File: src/rtl/filter_sync_scheduler.sv
// filter_sync_scheduler
// Round-robin scheduler that loads one requester's payload onto a shared
// filter-synchronizer bus and holds it stable for a fixed number of clocks.
// The bus word is {toggle, id, data}. The toggle flips on every transfer, so
// back-to-back identical payloads stay distinguishable after synchronization.
// Optional feature macro: FSS_HOLD_CFG_EN adds a hold_cfg input. That input
// sets the hold length of each transfer. It is sampled at the arbitration edge.
module filter_sync_scheduler #(
    parameter int  NUM_REQ     = 4,
    parameter int  DATA_WIDTH  = 4,
    parameter int  HOLD_CYCLES = 8,
    localparam int ID_W        = $clog2(NUM_REQ),
    localparam int CNT_W       = $clog2(HOLD_CYCLES + 1),
    localparam int BUS_W       = 1 + ID_W + DATA_WIDTH
) (
    input  logic                          clk,
    input  logic                          rst,
    input  logic [NUM_REQ-1:0]            req,
    input  logic [NUM_REQ*DATA_WIDTH-1:0] req_data,
`ifdef FSS_HOLD_CFG_EN
    input  logic [CNT_W-1:0]              hold_cfg,
`endif
    output logic [NUM_REQ-1:0]            gnt,
    output logic [NUM_REQ-1:0]            done,
    output logic [BUS_W-1:0]              bus_out,
    output logic                          busy
);

    typedef enum logic {
        ST_IDLE = 1'b0,
        ST_HOLD = 1'b1
    } state_t;

    state_t                state_q, state_d;
    logic [ID_W-1:0]       ptr_q, ptr_d;
    logic [ID_W-1:0]       winner_q, winner_d;
    logic                  toggle_q, toggle_d;
    logic [BUS_W-1:0]      bus_q, bus_d;
    logic [CNT_W-1:0]      cnt_q, cnt_d;
    logic [NUM_REQ-1:0]    gnt_q, gnt_d;
    logic [NUM_REQ-1:0]    done_q, done_d;
    logic                  busy_q, busy_d;

    logic                  found_s;
    logic [ID_W-1:0]       winner_s;
    logic [DATA_WIDTH-1:0] win_data_s;
    logic [CNT_W-1:0]      hold_len_s;

    // One-hot decode of a requester ID.
    function automatic logic [NUM_REQ-1:0] onehot(input logic [ID_W-1:0] id);
        return NUM_REQ'(1) << id;
    endfunction

`ifdef FSS_HOLD_CFG_EN
    // A zero hold length cannot be represented, so it is stretched to one clock.
    assign hold_len_s = (hold_cfg == {CNT_W{1'b0}}) ? CNT_W'(1) : hold_cfg;
`else
    assign hold_len_s = CNT_W'(HOLD_CYCLES);
`endif

    // Round-robin search: first set request at or above the pointer, with wrap.
    always_comb begin
        found_s  = 1'b0;
        winner_s = {ID_W{1'b0}};
        for (int i = 0; i < NUM_REQ; i++) begin
            if (!found_s && req[(int'(ptr_q) + i) % NUM_REQ]) begin
                found_s  = 1'b1;
                winner_s = ID_W'((int'(ptr_q) + i) % NUM_REQ);
            end else begin
                found_s  = found_s;
            end
        end
    end

    assign win_data_s = req_data[int'(winner_s)*DATA_WIDTH +: DATA_WIDTH];

    // Next-state and registered-output logic for the IDLE/HOLD controller.
    always_comb begin
        state_d  = state_q;
        ptr_d    = ptr_q;
        winner_d = winner_q;
        toggle_d = toggle_q;
        bus_d    = bus_q;
        cnt_d    = cnt_q;
        gnt_d    = {NUM_REQ{1'b0}};
        done_d   = {NUM_REQ{1'b0}};
        busy_d   = 1'b0;
        case (state_q)
            ST_IDLE: begin
                if (found_s) begin
                    state_d  = ST_HOLD;
                    winner_d = winner_s;
                    toggle_d = ~toggle_q;
                    bus_d    = {~toggle_q, winner_s, win_data_s};
                    cnt_d    = hold_len_s - CNT_W'(1);
                    gnt_d    = onehot(winner_s);
                    busy_d   = 1'b1;
                    // A one-clock hold completes in the same cycle as the grant.
                    done_d   = (cnt_d == {CNT_W{1'b0}}) ? onehot(winner_s)
                                                        : {NUM_REQ{1'b0}};
                    ptr_d    = (winner_s == ID_W'(NUM_REQ - 1)) ? {ID_W{1'b0}}
                                                                : winner_s + ID_W'(1);
                end else begin
                    state_d = ST_IDLE;
                end
            end
            ST_HOLD: begin
                if (cnt_q == {CNT_W{1'b0}}) begin
                    // Return to IDLE for at least one clock before the next grant.
                    state_d = ST_IDLE;
                end else begin
                    cnt_d  = cnt_q - CNT_W'(1);
                    busy_d = 1'b1;
                    done_d = (cnt_d == {CNT_W{1'b0}}) ? onehot(winner_q)
                                                      : {NUM_REQ{1'b0}};
                end
            end
            default: begin
                state_d = ST_IDLE;
            end
        endcase
    end

    // State and output registers with synchronous active-high reset.
    always_ff @(posedge clk) begin
        if (rst) begin
            state_q  <= ST_IDLE;
            ptr_q    <= {ID_W{1'b0}};
            winner_q <= {ID_W{1'b0}};
            toggle_q <= 1'b0;
            bus_q    <= {BUS_W{1'b0}};
            cnt_q    <= {CNT_W{1'b0}};
            gnt_q    <= {NUM_REQ{1'b0}};
            done_q   <= {NUM_REQ{1'b0}};
            busy_q   <= 1'b0;
        end else begin
            state_q  <= state_d;
            ptr_q    <= ptr_d;
            winner_q <= winner_d;
            toggle_q <= toggle_d;
            bus_q    <= bus_d;
            cnt_q    <= cnt_d;
            gnt_q    <= gnt_d;
            done_q   <= done_d;
            busy_q   <= busy_d;
        end
    end

    assign gnt     = gnt_q;
    assign done    = done_q;
    assign bus_out = bus_q;
    assign busy    = busy_q;

endmodule
File: config.mk
export PLATFORM = sky130hd
export DESIGN_NAME = filter_sync_scheduler
export DESIGN_NICKNAME = d
export VERILOG_FILES = /design/src/rtl/filter_sync_scheduler.sv
export SDC_FILE = /design/constraint.sdc
export NUM_CORES = 1
export LEC_CHECK = 0
export BUFFER_PORTS_ARGS = -buffer_cell sky130_fd_sc_hd__buf_2
export CAP_MARGIN = 20
export CORE_MARGIN = 2
export CORE_UTILIZATION = 43
export CTS_CLUSTER_DIAMETER = 120
export CTS_CLUSTER_SIZE = 40
export DETAILED_ROUTE_END_ITERATION = 10
export GPL_TIMING_DRIVEN = 0
export PLACE_DENSITY = 0.71
export SLEW_MARGIN = 20
export SYNTH_ARGS = -nofsm -noshare
export SYNTH_HDL_FRONTEND = slang
export SYNTH_SLANG_ARGS = --single-unit
File: constraint.sdc
create_clock -name clk -period 1.43 [get_ports clk]
set_input_delay 0.3575 -clock clk [delete_from_list [all_inputs] [get_ports clk]]
set_output_delay 0.3575 -clock clk [all_outputs]
set_load 0.1 [all_outputs]
# == Word level (Yosys, flattened, before mapping) ==
# Index checks and enable logic that the tools add are counted.
# W data, S select, Z words.
# op_classes
mux,29
reduce_logical,14
eq_ne,3
magnitude_cmp,4
n_bitwise,6
addsub,5
n_shift,3
# ops
operator,count
$mux W4,4
$pmux W4 S2,2
$shiftx A16 B5 Y4,1
$mux W1,13
$lt A3 B4 Y1 const B,3
$mux W2,5
$bmux W1 S2,4
$logic_not A4 Y1,2
$shl A1 B2 Y4 const A,2
$reduce_or A2 Y1,3
$add A2 B1 Y2 const B,2
$add A2 B2 Y2 const B,2
$ne A2 B2 Y1 const B,2
$reduce_and A2 Y1,2
$sub A4 B1 Y4 const B,1
$and A1 B1 Y1 const A,3
$logic_and A1 B1 Y1,3
$logic_not A1 Y1,3
$lt A2 B3 Y1 const B,1
$not A1 Y1,3
$reduce_or A3 Y1,1
$eq A2 B2 Y1 const B,1
$pmux W1 S2,1
# totals
output_inout_bits,16
input_bits,22
ff_bits,25
elab_cells,72

# == Logic depth before layout (Yosys ltp) ==
# depth
depth_word,16
ltp_mapped,7

# == Worst setup path before layout ==
# Ideal clock, no wire load.
# synth_path
path_kind,register to register
start,register busy (netlist name)
end,"register done_q[0], in the netlist done[0]"
n_path_buf,0
t_arrival_ps,1726
setup_slack_ps,-385
path_stages_with_launch,4
path_cell_list,dfxtp_1 and3_1 and4b_1 nor3b_1
# synth_lines
element,line_no,text
"end signal, assigned",134,done_q <= {NUM_REQ{1'b0}};
"end signal, assigned",144,done_q <= done_d;
"end, declared",41,"logic [NUM_REQ-1:0] done_q, done_d;"

# == Worst setup path in the final report ==
# layout_path
start,register ptr_q[0]
end,register ptr_q[1]
# layout_via
elab_chain_len,14
elab_cells_between_ends,32
classes_between,add/sub (4); eq/ne (1); mux (20); reduce/logical (7)
# layout_lines
element,line_no,text
"start, declared",35,"logic [ID_W-1:0] ptr_q, ptr_d;"
"start signal, assigned",128,ptr_q <= {ID_W{1'b0}};
"start signal, assigned",138,ptr_q <= ptr_d;
$add A2 B1 Y2 / $bmux W1 S2 (equally long branches),"66, 68",
$bmux W1 S2 / $mux W1 (equally long branches),66,if (!found_s && req[(int'(ptr_q) + i) % NUM_REQ]) begin
$mux W1 (implied by the code),66,
$mux W1 (implied by the code) / $logic_not A1 Y1 (equally long branches),66,
$logic_and A1 B1 Y1,66,
$mux W1,66,
$logic_not A1 Y1,66,
$logic_and A1 B1 Y1,66,
$mux W1,66,
$logic_not A1 Y1,66,
$logic_and A1 B1 Y1,66,
$mux W2,66,
$add A2 B1 Y2 / $eq A2 B2 Y1 (equally long branches),"102, 101",
$mux W2,101,ptr_d = (winner_s == ID_W'(NUM_REQ - 1)) ? {ID_W{1'b0}}
# Parallel ways exist; a longest one is shown, timed or not. The select of a mux whose other input is x is not followed.
# A chain may end at the register's enable or synchronous reset.

==> impl_results.md <==
- DR WL/cell: 13.0 µm
- Syn Inst Count: 109
- Synth warn: 0
- Die Y: 53.6 µm
- First-pass GRT wire length: 3800 µm
- Minimum hold slack: 0.352 ns
- P_leak: 0.000684 µW
- Final net count: 182
- Initial Util: 46.4%
- Outcome: finished with violations
- Placed cell count: 174
- Slowest stage delay, CP: 0.35 ns
- Netlist cell types: 40
- Number of global-route vias before repair: 881
- CTS root buffer: clkbuf_4
- Syn-to-layout area delta: 42.4%
- Crit end category: flop
- Clock slew at reported path FFs: 0.12 ns
- Inserted Clock Buffers: 3
- CTS sink cnt: 22
- Vias per inst: 5.19
- Clk_lat worst skew: 0.31 ns
- Worst slew pin tran: 0.554 ns
- Via count: 960
- Max cap viols: 0
- Hold Fails Final Rpt: 0
- Setup-failing EPs final: 3
- Gr ovfl total: 0
- Die Wd: 53.6 µm
- Setup slack after layout: -0.0270 ns
- TNS Setup: -0.0320 ns
- Power Total: 1990 µW
- Ordered list of cells on the worst path: and2b_2, nor3_4, o22ai_4, buf_4, xor2_1, a211oi_2
- Num ports: 38
- Initial antenna violation count: 0
- Fin crit share: 102%
- WP buf/inv: 1
- Slew Limit Fails: 0
- ANT nets after route: 0
- Dpl hpwl: 1740 µm
- WL final: 2400 µm
- Peak supply drop: 809 µV
- Critical path class: reg -> reg
- FP Rows: 17
- CTS tree: built
- Avg Inst Size Synth: 9.69 µm²
- IO buf count: 37
- Mapped Area: 1060 µm²
- Pre-antenna DRT Iters: 3
- Clock Path Buffers: 2
- CP Data Required Time: 1.67 ns
- Final min period: 1.46 ns
- Final Util: 66.1%
- FF-to-FF setup slack: -0.03 ns
- GRT Resource Usage Total: 18.7%
- Class of the worst hold path: in -> reg
- Post-synthesis sequential element count: 22
- RSZ-0062 raised after global routing: yes
- Slew HR: 63.1%
- Critical Path Fanout Max: 4
- Layout cells sized above 1: 51.6%
- Core Box Area: 2280 µm²
- Violated checks: negative setup slack
- ANT cells: 0
- Mapped Nets: 133
- 1st-iter DRT viols: 9
- Clock skew: 0.00166 ns
- Pwr dens: 1330 nW/µm²
- Crit path max-delay family: simple AND/OR/NAND/NOR gates
- Non-filler cells, final: 185
- Die area: 2870 µm²
- Drt drc: 0
- Fmax: 686 MHz
- Routability cong.: 0.751
- CTS H-Tree Depth: 1
- Worst Setup Start Kind: flop
- CP max stage cell: dfxtp_2
- Largest net degree at the start of global routing: 13
- Arr. time, crit path: 1.70 ns
- Seq/Total Area, Yosys: 41.7%
[kinds of logic (layout without fill, tap and decap cells)]
logic type / after synthesis / in the layout / synth area share [%]
flip-flops: 22 / 22 / 41.7
XOR/XNOR: 3 / 3 / 2.49
buffers and inverters: 6 / 54 / 3.32
AO/OA/AOI/OAI: 19 / 19 / 15.9
multiplexers: 8 / 8 / 7.58
adder cells (fa/ha/maj): 2 / 2 / 2.37
AND/OR/NAND/NOR: 49 / 49 / 26.7
[cell usage in the layout, fill, tap and decap left out, types with 2 or more instances in the layout]
master,n
nand2b_1,2
and3_4,2
buf_4,12
nor2_1,12
nand3b_1,4
xnor2_1,2
clkbuf_4,11
o221ai_1,4
inv_2,2
dfxtp_2,5
nand2b_4,4
nor2_2,2
buf_2,23
buf_6,4
mux2i_1,8
dfxtp_1,16
a21oi_1,3
a211oi_1,3
nand2_1,9
[registers in the layout, summed over array words and instances (netlist names)]
register  cells
busy          1
cnt_q         4
gnt           4
toggle_q      1
done          4
ptr_q         2
bus_out       5
winner_q      1
[synthesized netlist by cell type (all sizes together)]
library cell / n / share of area, %
mux2i: 8 / 7.6
nor4: 1 / 0.59
buf: 3 / 2.3
o21a: 1 / 0.71
a21oi: 4 / 3.0
and2b: 1 / 0.71
o211ai: 1 / 0.71
nand2: 9 / 3.2
nor2b: 2 / 1.4
a211oi: 4 / 3.3
inv: 2 / 0.71
dfxtp: 22 / 42
o22ai: 1 / 1.9
o22a: 1 / 0.95
a31oi: 1 / 0.59
nor2: 15 / 5.8
clkbuf: 1 / 0.36
nor3: 2 / 2.0
a21boi: 1 / 0.71
nand2b: 6 / 3.6
ha: 2 / 2.4
xnor2: 2 / 1.7
nor3b: 2 / 1.4
and3: 4 / 3.0
nand3b: 4 / 2.8
o221ai: 4 / 3.3
and2: 1 / 0.59
or2: 1 / 0.59
a21o: 1 / 0.71
and4b: 1 / 0.95
xor2: 1 / 0.83
[worst register-to-register path: cells and delay by family (launching register included)]
kind / cells / cell delay, ns
xor gates and xnor gates: 1 / 0.16
DFF: 1 / 0.35
AOI/OAI and AO/OA: 2 / 0.33
buffers and inverters: 1 / 0.15
and+or+nand+nor: 2 / 0.39
[stage by stage]
stage / setup slack, ns / cell area [µm²]
after floorplan: 0.0309 / 1060
after global placement: -0.232 / 1280
after detailed placement: -0.252 / 1280
after CTS: 0.0000567 / 1390
after global routing: -0.104 / 1500
final: -0.0270 / 1500
[timing repair]
item	CTS	global route
cloned	1	0
hold buffers	0	0
pin swaps	5	2
gates resized for setup	14	28
setup buffers	5	1
setup endpoints to repair	19	24
[power by group]
| group | internal (µW) | total, µW | switching, µW |
|---|---|---|---|
| combinational | 327 | 901 | 574 |
| sequential | 688 | 752 | 64.1 |
| clock | 156 | 341 | 186 |
| total | 1170 | 1990 | 824 |
[worst paths after layout]
kind / start / to / cells past startpoint
max: ptr_q[0] / ptr_q[1] / 6
max reg2reg: ptr_q[0] / ptr_q[1] / 6
min: req_data[15] / bus_out[3] / 3
min reg2reg: bus_out[5] / done[1] / 1
[layer usage]
layer / GRT usage [%] / wire [µm]
met5: 0 / 0
met4: 3.85 / 14
met3: 5.83 / 80
met2: 32.5 / 1260
met1: 22.6 / 1040
[cell type report]
type                    instances  area [µm²]
fillers                       177         772
plain buffers                   4        27.5
flip-flops and latches         22         450
clock buffers                   4        36.3
multi-input cells              81         661
repair buffers                 44         287
inverters                       2        7.51
well taps                      28        35.0
Note: power is estimated with default switching activity, not from simulation.
